### config.mk
export PLATFORM = sky130hd
export DESIGN_NAME = branch_resolve_unit_flat
export DESIGN_NICKNAME = d
export VERILOG_FILES = /design/src/rtl/branch_resolve_unit_if.sv /design/src/rtl/branch_resolve_unit.sv /design/src/flat_wrapper.sv
export SDC_FILE = /design/constraint.sdc
export NUM_CORES = 1
export LEC_CHECK = 0
export ABC_CLOCK_PERIOD_IN_PS = 7800
export BUFFER_PORTS_ARGS = -buffer_cell sky130_fd_sc_hd__buf_4
export CORE_MARGIN = 2
export CORE_UTILIZATION = 33
export DETAILED_ROUTE_END_ITERATION = 10
export GPL_ROUTABILITY_DRIVEN = 0
export GPL_TIMING_DRIVEN = 0
export PLACE_DENSITY = 0.63
export SYNTH_ARGS = -nofsm -noshare
export SYNTH_HDL_FRONTEND = slang
export SYNTH_SLANG_ARGS = --single-unit
### constraint.sdc
create_clock -name clk -period 7.8 [get_ports clk]
set_clock_uncertainty 0.2 [all_clocks]
set_input_delay 1.17 -clock clk [delete_from_list [all_inputs] [get_ports clk]]
set_output_delay 1.17 -clock clk [all_outputs]
set_load 0.01 [all_outputs]
### src/rtl/branch_resolve_unit_if.sv
// Request/response bundle for the branch resolve unit.
// The master drives requests and consumes results; the slave is the unit itself.
interface branch_resolve_unit_if #(
    parameter int XLEN = 32
);
    // Request side
    logic            in_valid;
    logic            in_ready;
    logic            in_is_branch;
    logic            in_is_jal;
    logic            in_is_jalr;
    logic [2:0]      in_funct3;
    logic [XLEN-1:0] in_pc;
    logic [XLEN-1:0] in_rs1;
    logic [XLEN-1:0] in_rs2;
    logic [XLEN-1:0] in_imm;
    logic            in_pred_taken;
    logic [XLEN-1:0] in_pred_target;

    // Result side
    logic            out_valid;
    logic            out_ready;
    logic            out_taken;
    logic [XLEN-1:0] out_target;
    logic [XLEN-1:0] out_link;
    logic            out_mispredict;
    logic [XLEN-1:0] out_redirect_pc;
    logic            out_misalign;

    modport master (
        output in_valid, in_is_branch, in_is_jal, in_is_jalr, in_funct3,
               in_pc, in_rs1, in_rs2, in_imm, in_pred_taken, in_pred_target,
               out_ready,
        input  in_ready, out_valid, out_taken, out_target, out_link,
               out_mispredict, out_redirect_pc, out_misalign
    );

    modport slave (
        input  in_valid, in_is_branch, in_is_jal, in_is_jalr, in_funct3,
               in_pc, in_rs1, in_rs2, in_imm, in_pred_taken, in_pred_target,
               out_ready,
        output in_ready, out_valid, out_taken, out_target, out_link,
               out_mispredict, out_redirect_pc, out_misalign
    );
endinterface

### src/rtl/branch_resolve_unit.sv
// EX-stage branch/jump resolution: evaluates the branch condition, computes
// target and link, compares against the fetch prediction and registers the
// result behind a valid/ready stage. Also holds the 2-bit BHT that fetch reads
// and that every accepted conditional branch trains.
module branch_resolve_unit #(
    parameter  int XLEN        = 32,
    parameter  int BHT_ENTRIES = 64,
    localparam int BHT_IDX     = $clog2(BHT_ENTRIES)
) (
    input  logic                   clk,
    input  logic                   rst_n,
    input  logic                   flush,
    branch_resolve_unit_if.slave   bus,
    input  logic [XLEN-1:0]        bht_pc,
    output logic                   bht_taken
);

    localparam logic [2:0] F3_BEQ  = 3'b000;
    localparam logic [2:0] F3_BNE  = 3'b001;
    localparam logic [2:0] F3_BLT  = 3'b100;
    localparam logic [2:0] F3_BGE  = 3'b101;
    localparam logic [2:0] F3_BLTU = 3'b110;
    localparam logic [2:0] F3_BGEU = 3'b111;

    localparam logic [XLEN-1:0] C_FOUR    = XLEN'(4);
    localparam logic [XLEN-1:0] C_LSB_CLR = ~XLEN'(1);

    // Combinational resolution of the request currently on the input
    logic            w_accept;
    logic            w_cond;
    logic            w_taken;
    logic            w_is_ctrl;
    logic [XLEN-1:0] w_pc4;
    logic [XLEN-1:0] w_pc_imm;
    logic [XLEN-1:0] w_jalr_sum;
    logic [XLEN-1:0] w_target;
    logic            w_mispredict;
    logic [XLEN-1:0] w_redirect_pc;
    logic            w_misalign;
    logic            w_train;
    logic [BHT_IDX-1:0] w_wr_idx;
    logic [BHT_IDX-1:0] w_rd_idx;
    logic            w_bht_pc_unused;

    // Output stage
    logic            r_valid;
    logic            r_taken;
    logic [XLEN-1:0] r_target;
    logic [XLEN-1:0] r_link;
    logic            r_mispredict;
    logic [XLEN-1:0] r_redirect_pc;
    logic            r_misalign;

    // Branch history table
    logic [1:0]      r_bht [BHT_ENTRIES];

    assign bus.in_ready = !r_valid || bus.out_ready;
    assign w_accept     = bus.in_valid && bus.in_ready;

    assign w_pc4      = bus.in_pc + C_FOUR;
    assign w_pc_imm   = bus.in_pc + bus.in_imm;
    assign w_jalr_sum = bus.in_rs1 + bus.in_imm;

    // Branch condition by funct3; the two reserved encodings resolve not-taken
    always_comb begin
        // NOTE: every combinational output gets a default before the case so no path leaves it unassigned (which would infer a latch).
        w_cond = 1'b0;
        case (bus.in_funct3)
            F3_BEQ:  w_cond = (bus.in_rs1 == bus.in_rs2);
            F3_BNE:  w_cond = (bus.in_rs1 != bus.in_rs2);
            F3_BLT:  w_cond = ($signed(bus.in_rs1) <  $signed(bus.in_rs2));
            F3_BGE:  w_cond = ($signed(bus.in_rs1) >= $signed(bus.in_rs2));
            F3_BLTU: w_cond = (bus.in_rs1 <  bus.in_rs2);
            F3_BGEU: w_cond = (bus.in_rs1 >= bus.in_rs2);
            default: w_cond = 1'b0;
        endcase
    end

    // Direction and target selection by instruction kind
    always_comb begin
        w_taken   = 1'b0;
        w_is_ctrl = 1'b0;
        w_target  = w_pc_imm;
        if (bus.in_is_jalr) begin
            w_taken   = 1'b1;
            w_is_ctrl = 1'b1;
            w_target  = w_jalr_sum & C_LSB_CLR;
        end else if (bus.in_is_jal) begin
            w_taken   = 1'b1;
            w_is_ctrl = 1'b1;
        end else if (bus.in_is_branch) begin
            w_taken   = w_cond;
            w_is_ctrl = 1'b1;
        end
    end

    // A non-control instruction never redirects, whatever fetch predicted
    assign w_mispredict  = w_is_ctrl &&
                           ((w_taken != bus.in_pred_taken) ||
                            (w_taken && (w_target != bus.in_pred_target)));
    assign w_redirect_pc = w_taken ? w_target : w_pc4;
    assign w_misalign    = w_taken && w_target[1];

    // Output register: load on accept, flush wins over a simultaneous accept
    always_ff @(posedge clk or negedge rst_n) begin
        if (!rst_n) begin
            r_valid       <= 1'b0;
            r_taken       <= 1'b0;
            r_target      <= '0;
            r_link        <= '0;
            r_mispredict  <= 1'b0;
            r_redirect_pc <= '0;
            r_misalign    <= 1'b0;
        end else begin
            // NOTE: sequential state uses non-blocking assignments so every register samples pre-edge values.
            if (flush) begin
                r_valid <= 1'b0;
            end else if (w_accept) begin
                r_valid <= 1'b1;
            end else if (bus.out_ready) begin
                r_valid <= 1'b0;
            end
            if (w_accept) begin
                r_taken       <= w_taken;
                r_target      <= w_target;
                r_link        <= w_pc4;
                r_mispredict  <= w_mispredict;
                r_redirect_pc <= w_redirect_pc;
                r_misalign    <= w_misalign;
            end
        end
    end

    assign bus.out_valid       = r_valid;
    assign bus.out_taken       = r_taken;
    assign bus.out_target      = r_target;
    assign bus.out_link        = r_link;
    assign bus.out_mispredict  = r_mispredict;
    assign bus.out_redirect_pc = r_redirect_pc;
    assign bus.out_misalign    = r_misalign;

    assign w_train  = w_accept && bus.in_is_branch;
    assign w_wr_idx = bus.in_pc[BHT_IDX+1:2];
    assign w_rd_idx = bht_pc[BHT_IDX+1:2];

    // BHT training: saturating 2-bit counters, written at the clock edge only
    always_ff @(posedge clk or negedge rst_n) begin
        if (!rst_n) begin
            // NOTE: the table is reset explicitly because prediction must restart from weakly not-taken after every reset.
            for (int i = 0; i < BHT_ENTRIES; i++) begin
                r_bht[i] <= 2'b01;
            end
        end else if (w_train) begin
            if (w_cond && (r_bht[w_wr_idx] != 2'b11)) begin
                r_bht[w_wr_idx] <= r_bht[w_wr_idx] + 2'b01;
            end else if (!w_cond && (r_bht[w_wr_idx] != 2'b00)) begin
                r_bht[w_wr_idx] <= r_bht[w_wr_idx] - 2'b01;
            end
        end
    end

    // Fetch lookup sees the pre-edge counter, even for the index being trained
    assign bht_taken = r_bht[w_rd_idx][1];

    // Lookup PC bits outside the index field do not select anything
    assign w_bht_pc_unused = ^{bht_pc[XLEN-1:BHT_IDX+2], bht_pc[1:0]};

endmodule

### src/flat_wrapper.sv
// flat-port wrapper written by rule: the top's interface ports become plain ports
module branch_resolve_unit_flat 
#(
    parameter  int XLEN        = 32,
    parameter  int BHT_ENTRIES = 64,
    localparam int BHT_IDX     = $clog2(BHT_ENTRIES)
)
  (clk, rst_n, flush, bht_pc, bht_taken, bus_in_valid, bus_in_is_branch, bus_in_is_jal, bus_in_is_jalr, bus_in_funct3, bus_in_pc, bus_in_rs1, bus_in_rs2, bus_in_imm, bus_in_pred_taken, bus_in_pred_target, bus_out_ready, bus_in_ready, bus_out_valid, bus_out_taken, bus_out_target, bus_out_link, bus_out_mispredict, bus_out_redirect_pc, bus_out_misalign);
  branch_resolve_unit_if #(.XLEN(XLEN)) bus_i ();
  input  logic clk;
  input  logic rst_n;
  input  logic flush;
  input  logic [XLEN-1:0] bht_pc;
  output logic bht_taken;
  input wire logic [$bits(bus_i.in_valid)-1:0] bus_in_valid;
  input wire logic [$bits(bus_i.in_is_branch)-1:0] bus_in_is_branch;
  input wire logic [$bits(bus_i.in_is_jal)-1:0] bus_in_is_jal;
  input wire logic [$bits(bus_i.in_is_jalr)-1:0] bus_in_is_jalr;
  input wire logic [$bits(bus_i.in_funct3)-1:0] bus_in_funct3;
  input wire logic [$bits(bus_i.in_pc)-1:0] bus_in_pc;
  input wire logic [$bits(bus_i.in_rs1)-1:0] bus_in_rs1;
  input wire logic [$bits(bus_i.in_rs2)-1:0] bus_in_rs2;
  input wire logic [$bits(bus_i.in_imm)-1:0] bus_in_imm;
  input wire logic [$bits(bus_i.in_pred_taken)-1:0] bus_in_pred_taken;
  input wire logic [$bits(bus_i.in_pred_target)-1:0] bus_in_pred_target;
  input wire logic [$bits(bus_i.out_ready)-1:0] bus_out_ready;
  output wire logic [$bits(bus_i.in_ready)-1:0] bus_in_ready;
  output wire logic [$bits(bus_i.out_valid)-1:0] bus_out_valid;
  output wire logic [$bits(bus_i.out_taken)-1:0] bus_out_taken;
  output wire logic [$bits(bus_i.out_target)-1:0] bus_out_target;
  output wire logic [$bits(bus_i.out_link)-1:0] bus_out_link;
  output wire logic [$bits(bus_i.out_mispredict)-1:0] bus_out_mispredict;
  output wire logic [$bits(bus_i.out_redirect_pc)-1:0] bus_out_redirect_pc;
  output wire logic [$bits(bus_i.out_misalign)-1:0] bus_out_misalign;
  assign bus_i.in_valid = bus_in_valid;
  assign bus_i.in_is_branch = bus_in_is_branch;
  assign bus_i.in_is_jal = bus_in_is_jal;
  assign bus_i.in_is_jalr = bus_in_is_jalr;
  assign bus_i.in_funct3 = bus_in_funct3;
  assign bus_i.in_pc = bus_in_pc;
  assign bus_i.in_rs1 = bus_in_rs1;
  assign bus_i.in_rs2 = bus_in_rs2;
  assign bus_i.in_imm = bus_in_imm;
  assign bus_i.in_pred_taken = bus_in_pred_taken;
  assign bus_i.in_pred_target = bus_in_pred_target;
  assign bus_i.out_ready = bus_out_ready;
  assign bus_in_ready = bus_i.in_ready;
  assign bus_out_valid = bus_i.out_valid;
  assign bus_out_taken = bus_i.out_taken;
  assign bus_out_target = bus_i.out_target;
  assign bus_out_link = bus_i.out_link;
  assign bus_out_mispredict = bus_i.out_mispredict;
  assign bus_out_redirect_pc = bus_i.out_redirect_pc;
  assign bus_out_misalign = bus_i.out_misalign;
  branch_resolve_unit #(.XLEN(XLEN), .BHT_ENTRIES(BHT_ENTRIES)) u_core (.clk(clk), .rst_n(rst_n), .flush(flush), .bus(bus_i), .bht_pc(bht_pc), .bht_taken(bht_taken));
endmodule
# Yosys cells after proc, flatten, opt, wreduce, memory -nomap -nowiden
# Index checks and enable logic that the tools add are counted.
dict set report classes {
  addsub 5
  n_lt_le_gt_ge 7
  n_eq_ne 10
  n_mux 24
  n_bitwise 2
  n_reduce_logical 17
}
# operator count
set op_table {}
lappend op_table {{$bwmux W128} 2}
lappend op_table {{$mux W128} 2}
lappend op_table {{$add A32 B32 Y32} 2}
lappend op_table {{$ge A32 B32 Y1} 2}
lappend op_table {{$lt A32 B32 Y1} 2}
lappend op_table {{$mux W32} 2}
lappend op_table {{$ne A32 B32 Y1} 2}
lappend op_table {{$add A32 B3 Y32 const B} 1}
lappend op_table {{$eq A32 B32 Y1} 1}
lappend op_table {{$bmux W2 S6} 2}
lappend op_table {{$ge A7 B7 Y1 const B} 2}
lappend op_table {{$not A6 Y7} 2}
lappend op_table {{$demux W2 S6} 1}
lappend op_table {{$eq A3 B3 Y1 const B} 4}
lappend op_table {{$mux W2} 5}
lappend op_table {{$mux W1} 9}
lappend op_table {{$logic_and A1 B1 Y1} 8}
lappend op_table {{$lt A7 B1 Y1 const B} 1}
lappend op_table {{$pmux W1 S6} 1}
lappend op_table {{$reduce_bool A2 Y1} 2}
lappend op_table {{$eq A3 B1 Y1 const B} 1}
lappend op_table {{$logic_not A3 Y1} 1}
lappend op_table {{$reduce_bool A3 Y1} 1}
lappend op_table {{$add A2 B1 Y2 const B} 1}
lappend op_table {{other kinds (6)} 8}
dict set report word_totals {
  reg_bits 228
  input_bits 204
  output_inout_bits 102
  word_cells 136
}

# Logic depth before layout (Yosys ltp)
# Gate-level depths: netlist (run 1).
dict set report depth {
  ltp_word 8
  ltp_mapped 18
  mapped_depth_nobuf 13
}

# Worst setup path before layout (run 1)
# OpenSTA, ideal clock, no wires.
dict set report synth_timing {
  path_kind {input port to output port}
  startpoint {input port bht_pc[2]}
  endpoint {output port bht_taken}
  arrival_ns 3.610
  required_time_ns 6.430
  slack_ns 2.820
  path_stages 5
  n_path_buf 2
  cell_sequence {clkbuf_1 > buf_1 > mux4_2 > mux4_2 > mux4_2}
}
dict set report synth_via {
  elab_chain_cells 4
}
# element line
set synth_rtl {}
lappend synth_rtl {{start: declaration} flat_wrapper.sv:13} ;# input logic [XLEN-1:0] bht_pc;
lappend synth_rtl {{$not A6 Y7 (not written as such)} branch_resolve_unit.sv:163} ;# assign bht_taken = r_bht[w_rd_idx][1];
lappend synth_rtl {{$bmux W2 S6} branch_resolve_unit.sv:163}
lappend synth_rtl {{$mux W2 (not written as such) (2 in a row)} branch_resolve_unit.sv:163}
lappend synth_rtl {{end: declaration} flat_wrapper.sv:14} ;# output logic bht_taken;
# No other way between the ends. The select of a mux whose other input is x is not followed.

# Worst setup path after layout (run 1)
dict set report layout_timing {
  startpoint {input port bus_in_pc[4]}
  endpoint {register u_core.r_bht[97] (netlist bit)}
}
dict set report layout_via {
  elab_chain_cells 8
  elab_cells_between_ends 21
  cone_classes {add/sub: 2; order compare: 2; eq/ne: 1; mux: 9; bitwise: 1; reduce/logical: 6}
}
# element line
set layout_rtl {}
lappend layout_rtl {{start: declaration} flat_wrapper.sv:20} ;# input wire logic [$bits(bus_i.in_pc)-1:0] bus_in_pc;
lappend layout_rtl {{$not A6 Y7 (not written as such) *} --}
lappend layout_rtl {{$bmux W2 S6 (tied with other cells)} --}
lappend layout_rtl {{$mux W2 (not written as such) / $logic_and A1 B1 Y1 (equally long branches)} --}
lappend layout_rtl {{$mux W2, on equally long branches} --}
lappend layout_rtl {{$sub A2 B1 Y2 (tied with other cells)} branch_resolve_unit.sv:157} ;# r_bht[w_wr_idx] <= r_bht[w_wr_idx] - 2'b01;
lappend layout_rtl {{$bwmux W128 (tied with other cells)} branch_resolve_unit.sv:157}
lappend layout_rtl {{$mux W128 / $reduce_bool A2 Y1 (equally long branches)} --}
lappend layout_rtl {{$mux W128 / $reduce_and A2 Y1 (equally long branches)} --}
lappend layout_rtl {{end signal: indexed assignment} branch_resolve_unit.sv:155} ;# r_bht[w_wr_idx] <= r_bht[w_wr_idx] + 2'b01;
lappend layout_rtl {{end signal: indexed assignment} branch_resolve_unit.sv:157}
lappend layout_rtl {{end: declaration} branch_resolve_unit.sv:55} ;# logic [1:0] r_bht [BHT_ENTRIES];
# Every way passes the cells marked *; elsewhere a longest branch is shown, timed or not. The select of a mux whose other input is x is not followed.
# A chain may end at the register's enable or synchronous reset.

==> results of run 1 <==
## tightest hold or removal path: stages (launching register included)
cell	delay, ns
sky130_fd_sc_hd__dfrtp_1	0.34
sky130_fd_sc_hd__nand2_1	0.05
sky130_fd_sc_hd__nand2_1	0.05
## area by class of cell
type                    count  area, um2
clock buffers              37        721
fillers                  5170      30400
flip-flops and latches    228       5790
well taps                 680        851
multi-input cells        1450      10700
inverters                  56        210
repair buffers            276       2100
plain buffers             115        458
diodes                      1       2.50
clock inverters             7       76.3
## Yosys cell counts, types with 8 or more instances
cell / count
sky130_fd_sc_hd__dfstp_2: 64
sky130_fd_sc_hd__o21a_1: 14
sky130_fd_sc_hd__a211oi_1: 8
sky130_fd_sc_hd__mux2i_1: 21
sky130_fd_sc_hd__a21oi_1: 102
sky130_fd_sc_hd__clkbuf_1: 89
sky130_fd_sc_hd__a22oi_1: 25
sky130_fd_sc_hd__mux2_2: 157
sky130_fd_sc_hd__mux4_2: 21
sky130_fd_sc_hd__nand3_1: 42
sky130_fd_sc_hd__buf_2: 15
sky130_fd_sc_hd__a21o_1: 23
sky130_fd_sc_hd__xor2_1: 51
sky130_fd_sc_hd__o21ai_0: 139
sky130_fd_sc_hd__nor4_1: 21
sky130_fd_sc_hd__nor3_1: 83
sky130_fd_sc_hd__a22o_1: 8
sky130_fd_sc_hd__nor2_1: 77
sky130_fd_sc_hd__nand2_1: 198
sky130_fd_sc_hd__and3_1: 22
sky130_fd_sc_hd__dfrtp_1: 164
sky130_fd_sc_hd__o211ai_1: 10
sky130_fd_sc_hd__inv_1: 55
sky130_fd_sc_hd__buf_1: 9
sky130_fd_sc_hd__xnor2_1: 45
sky130_fd_sc_hd__and2_1: 11
sky130_fd_sc_hd__nand2b_1: 9
sky130_fd_sc_hd__o22ai_1: 35
sky130_fd_sc_hd__nand4_1: 30
sky130_fd_sc_hd__or3_1: 17
sky130_fd_sc_hd__nand3b_1: 10
sky130_fd_sc_hd__ha_1: 96
sky130_fd_sc_hd__a31oi_1: 12
## power by group
part	total, mW	internal (mW)	switching, mW
clock	1.18	0.672	0.508
combinational	1.37	0.556	0.810
sequential	1.47	1.35	0.119
## metal layers
layer	GRT usage (%)	up-vias	part of all wire, %
met5	0	-	0
li1	-	7491	-
met1	31.6	8202	39
met2	40.7	930	46
met4	10.9	0	5.0
met3	4.42	179	9.4
## through the flow
stage / setup WS [ns] / util (%) / total power, mW / instances
after global placement: 1.09 / 39.1 / 2.79 / 2804
after floorplan: 2.82 / - / 2.20 / 1849
after global routing: 1.09 / 40.8 / 4.19 / 2850
after CTS: 1.56 / 40.7 / 4.01 / 2849
after detailed placement: 1.01 / 39.2 / 2.83 / 2805
final: 1.28 / 40.8 / 4.01 / 2850
## path summary, 6_finish.rpt
| kind | slack, ns | endpoint | cells past startpoint | start |
|---|---|---|---|---|
| setup / recovery | 1.28 | u_core.r_bht[97]$_DFFE_PN0P_ | 18 | bus_in_pc[4] |
| hold / removal | 0.27 | u_core.bus.out_redirect_pc[3]$_DFFE_PN0P_ | 2 | u_core.bus.out_redirect_pc[3]$_DFFE_PN0P_ |
| setup reg to reg | 3.17 | u_core.r_bht[97]$_DFFE_PN0P_ | 12 | register |
| hold reg to reg | 0.27 | u_core.bus.out_redirect_pc[3]$_DFFE_PN0P_ | 2 | u_core.bus.out_redirect_pc[3]$_DFFE_PN0P_ |
| max in group asynchronous | 5.86 | u_core.r_bht[21]$_DFFE_PN0P_ | 2 | rst_n |
| min in group asynchronous | 0.47 | u_core.bus.out_target[25]$_DFFE_PN0P_ | 1 | rst_n |
## cell families after synthesis
group | share of synthesized area [%]
and+or+nand+nor | 16.6
xor gates and xnor gates | 5.45
adders and majority gates | 7.24
muxes | 14.3
AOI/OAI and AO/OA | 18.8
buffers and inverters | 3.90
DFF | 33.7
==> results.cfg, run 1 <==
[logic_synthesis]
synth_top_cells_by_area = sky130_fd_sc_hd__dfrtp_1, sky130_fd_sc_hd__mux2_2, sky130_fd_sc_hd__dfstp_2
synth.yosys.warnings = 0
yosys.area.top_type = sky130_fd_sc_hd__dfrtp_1
postSynth.topFlopCell = sky130_fd_sc_hd__dfrtp_1
ys_types = 102
synthesis.area_mm2 = 0.0172
asyncSetResetFlopFracSynth_pct = 100
synth-seq-cells = 228
synthDominantCellAreaShare_pct = 23.9
sequential_to_total_area_share_from_yosys_stat_pct = 33.7
total_nets_after_synthesis = 2151
syn_area_per_cell_um2 = 9.28
number_of_enable_type_register_cells_in_the_synthesized_netlist = 0
post_synth_inst_count = 1849

[worst_hold_path]
hp-class = reg -> reg

[critical_path]
crit_path_top_delay_cell = sky130_fd_sc_hd__xnor2_1
crit_path_cell_trace = buf_4 > clkbuf_1 > nand2_1 > or2_2 > clkbuf_1 > clkbuf_1 > o22ai_1 > nor4_1 > o22a_1 > nand4_1 > clkbuf_1 > clkbuf_1 > inv_1 > ha_1 > and2b_1 > xnor2_1 > clkbuf_1 > mux2_2
crit_family = buffers and inverters
crit_path_max_incr_delay_ns = 1.03
path_max_fanout = 10
critical_path.startpoint_type = input pin
path_buf_inv = 8
critical_path.most_common_cell = sky130_fd_sc_hd__clkbuf_1
worst_setup_path_end_kind = register
worst_ep_arrival_time_ns = 6.82
critPathRequiredTime_ns = 8.09
timing.setup.critical_path_class = in -> reg

[clocking]
tritoncts = built
cts.sink_count = 228
ctsLongestPathBuffers = 3
clock_tree.root_cell = sky130_fd_sc_hd__clkbuf_16
holdBufCountCts = 0
cts_htree_levels = 1
post-cts-setup-buffers = 0
post_cts_resize_count = 0
tritoncts.num_buffers = 24
clk_pin_slew_ns = 0.06
clk-insertion-delay-late_ns = 0.56

[run]
max_cap_violations = 1

[global_routing]
pin_count_of_the_biggest_net_entering_global_routing = 120
grt-ovfl-total = 0
grt_util_all_layers_pct = 24.7
grt_pass1_wl_um = 101000
grt_antenna_before_repair = 1
first_global_vias = 16400

[die]
die_height_um = 232
start_util_pct = 33.4
width_of_the_chip_um = 232
fp.dieArea_mm2 = 0.0538
ios = 306
std_cell_rows = 83
core_mm2 = 0.0513

[detailed_routing]
finalWirelength_um = 68100
first_pass_iters = 6
route.vias.total = 16800
wire_per_inst_um = 23.9
drt-initial-drc-count = 1956
drt_drc_violations_left = 0
vias_per_std_cell = 5.90
route.antenna.remaining_nets = 0

[timing]
final_max_slew_viol_count = 9
actual_slew_at_the_worst_max_slew_pin_ns = 1.52
maximum_clock_frequency_mhz = 153
min_period_over_period_pct = 83.6
hold_violations = 0
rsz_0062_raised_after_global_routing = false
timing.slew.headroom_pct = -2.11
finalSetupTns_ns = 0
hold-worst-slack_ns = 0.269
report.final.setup_viol = 0
final_period_minus_worst_setup_slack_ns = 6.52

[cells_and_area]
synthToLayoutAreaGrowth_pct = 21.9
most_frequent_standard_cell_in_the_layout_excluding_fill_and_tap_cells = sky130_fd_sc_hd__buf_4
mostFrequentLayoutCells = sky130_fd_sc_hd__buf_4, sky130_fd_sc_hd__nand2_1, sky130_fd_sc_hd__dfrtp_1, sky130_fd_sc_hd__mux2_2, sky130_fd_sc_hd__o21ai_0
nets_final = 2453
drive_above_1_share_pct = 28.4
postLayoutCellArea_mm2 = 0.0209

[place]
buffer_ports.inserted = 275
post-dp-hpwl_um = 53300
detailed_place.area_mm2 = 0.0201

[outcome]
failed_checks = max-capacitance violations, max-slew violations
run_status = finished, violations left

[pwr]
max-vdd-ir-drop_mv = 0.149
static-leakage-power_nw = 9.07
power-per-cell-area_mw_per_mm2 = 192
(Power assumes the default switching activity.)
==> run 2: changes to the inputs <==
--- a/config.mk
+++ b/config.mk
@@ -5,7 +5,7 @@
 export SDC_FILE = /design/constraint.sdc
 export NUM_CORES = 1
 export LEC_CHECK = 0
-export ABC_CLOCK_PERIOD_IN_PS = 7800
+export ABC_CLOCK_PERIOD_IN_PS = 6150
 export BUFFER_PORTS_ARGS = -buffer_cell sky130_fd_sc_hd__buf_4
 export CORE_MARGIN = 2
 export CORE_UTILIZATION = 33
==> constraint.sdc (replaced) <==
create_clock -name clk -period 6.15 [get_ports clk]
set_clock_uncertainty 0.2 [all_clocks]
set_input_delay 0.9225 -clock clk [delete_from_list [all_inputs] [get_ports clk]]
set_output_delay 0.9225 -clock clk [all_outputs]
set_load 0.01 [all_outputs]
==> results.cfg, run 2 (synthesis gave the netlist of run 1 again) <==
[cells_and_area]
multi_input_area_mm2 = 0.0107
drive_above_1_share_pct = 28.6
postLayoutCellArea_mm2 = 0.0209
sequential_cell_area_mm2 = 0.00579
filler_cell_count = 5173
most_frequent_standard_cell_in_the_layout_excluding_fill_and_tap_cells = sky130_fd_sc_hd__buf_4
postLayoutCoreUtil_pct = 40.8
synthToLayoutAreaGrowth_pct = 21.9
nets_final = 2452
mostFrequentLayoutCells = sky130_fd_sc_hd__buf_4, sky130_fd_sc_hd__nand2_1, sky130_fd_sc_hd__dfrtp_1, sky130_fd_sc_hd__mux2_2, sky130_fd_sc_hd__o21ai_0

[die]
std_cell_rows = 83
start_util_pct = 33.4
core_mm2 = 0.0513
ios = 306
die_height_um = 232
fp.dieArea_mm2 = 0.0538
width_of_the_chip_um = 232

[clocking]
cts_htree_levels = 1
cts.sink_count = 228
clk_pin_slew_ns = 0.06
ctsLongestPathBuffers = 3
tritoncts = built
holdBufCountCts = 0
clock_tree.root_cell = sky130_fd_sc_hd__clkbuf_16
clk-insertion-delay-late_ns = 0.56
tritoncts.num_buffers = 24

[critical_path]
timing.setup.critical_path_class = in -> reg
path_max_fanout = 12
worst_setup_path_end_kind = register
worst_ep_arrival_time_ns = 6.29
critPathRequiredTime_ns = 6.39
critical_path.startpoint_type = input pin

[outcome]
run_status = finished, violations left
failed_checks = max-capacitance violations, max-slew violations

[pwr]
clock_power_share_pct = 29.3
sw_frac_of_total_pct = 35.7
max-vdd-ir-drop_mv = 0.192
power-per-cell-area_mw_per_mm2 = 243
p_comb_share_pct = 34.1
seq_power_share_pct = 36.6
total_switching_power_mw = 1.82
cellInternalPower_mw = 3.27
static-leakage-power_nw = 9.08

[detailed_routing]
drt_drc_violations_left = 0
route.antenna.remaining_nets = 0
route.vias.total = 16900
drt-initial-drc-count = 2074
vias_per_std_cell = 5.92
first_pass_iters = 6
wire_per_inst_um = 23.9
finalWirelength_um = 68100

[timing]
final_max_slew_viol_count = 9
hold-worst-slack_ns = 0.223
hold_violations = 0
finalSetupTns_ns = 0
actual_slew_at_the_worst_max_slew_pin_ns = 1.56
timing.slew.headroom_pct = -4.48
final_period_minus_worst_setup_slack_ns = 6.05
final.setup.worst_slack_ns = 0.0993
maximum_clock_frequency_mhz = 165
report.final.setup_viol = 0
rsz_0062_raised_after_global_routing = false
min_period_over_period_pct = 98.4

[global_routing]
pin_count_of_the_biggest_net_entering_global_routing = 120
grt-ovfl-total = 0
grt_util_all_layers_pct = 24.7
first_global_vias = 16400
grt_antenna_before_repair = 1
grt_pass1_wl_um = 101000

[place]
post-dp-hpwl_um = 53300
detailed_place.area_mm2 = 0.0201
buffer_ports.inserted = 275
place_ws_ns = -0.393

[worst_hold_path]
hp-class = in -> async

[run]
max_cap_violations = 1
==> run 2: cell types whose count changed in the layout (fill, tap and decap cells not counted), sizes merged <==
| cell | before | now |
|---|---|---|
| clkbuf | 126 | 125 |
==> run 2: area by class of cell <==
class	count	share of cell area, %
multi-input combinational	1450	51.2
sequential	228	27.7
timing repair buffer	276	10.0
tap	680	4.07
clock buffer	37	3.45
buffer	114	2.20
inverter	56	1.00
clock inverter	7	0.365
antenna	1	0.0120
==> run 2: path summary, 6_finish.rpt <==
check,startpoint,end,slack (ns),cells past startpoint
worst min-delay path,rst_n,u_core.bus.out_redirect_pc[25]$_DFFE_PN0P_,0.22,1
worst max register to register,register,u_core.r_bht[37]$_DFFE_PN0P_,1.64,11
worst max-delay path,bus_in_pc[3],u_core.r_bht[37]$_DFFE_PN0P_,0.1,15
max in group asynchronous,rst_n,u_core.r_bht[81]$_DFFE_PN0P_,4.46,2
min in group clk,u_core.bus.out_redirect_pc[3]$_DFFE_PN0P_,u_core.bus.out_redirect_pc[3]$_DFFE_PN0P_,0.27,2
worst min register to register,u_core.bus.out_redirect_pc[3]$_DFFE_PN0P_,u_core.bus.out_redirect_pc[3]$_DFFE_PN0P_,0.27,2
==> run 2: critical path: stages <==
cell	delay (ns)
sky130_fd_sc_hd__buf_4	0.16
sky130_fd_sc_hd__clkbuf_1	0.20
sky130_fd_sc_hd__nand3_1	0.59
sky130_fd_sc_hd__clkbuf_1	0.74
sky130_fd_sc_hd__o22ai_1	0.17
sky130_fd_sc_hd__nor4_1	0.47
sky130_fd_sc_hd__o22a_1	0.23
sky130_fd_sc_hd__nand4_1	0.52
sky130_fd_sc_hd__clkbuf_1	0.41
sky130_fd_sc_hd__ha_1	0.28
sky130_fd_sc_hd__nor2_1	0.18
sky130_fd_sc_hd__o211ai_4	0.21
sky130_fd_sc_hd__buf_2	0.31
sky130_fd_sc_hd__nor3_1	0.47
sky130_fd_sc_hd__mux2_2	0.40
==> run 2: repair_timing <==
item	4_1_cts	5_1_grt
setup buffers	0	0
endpoints found under the setup margin	0	61
gates resized for setup	0	9
==> run 2: power by group through the flow <==
stage               clock [mW]  combinational [mW]  sequential [mW]
floorplan                    0               0.905             1.88
finish                    1.49                1.73             1.86
detailed placement           0                1.71             1.88
CTS                       1.51                1.71             1.86
global route              1.57                1.86             1.88
global placement             0                1.67             1.87
==> run 2: layer usage <==
layer | global-route usage [%] | vias to the layer above | routed length (um)
met5 | 0 | - | 0
met4 | 10.9 | 0 | 3650
met3 | 4.42 | 202 | 6510
met2 | 40.7 | 974 | 31200
met1 | 31.6 | 8184 | 26800
li1 | - | 7503 | -
==> run 2: through the flow <==
stage | power [mW] | std cells
after floorplan | 2.79 | 1849
after global placement | 3.54 | 2804
after detailed placement | 3.59 | 2805
after CTS | 5.08 | 2849
after global routing | 5.32 | 2849
final | 5.09 | 2849
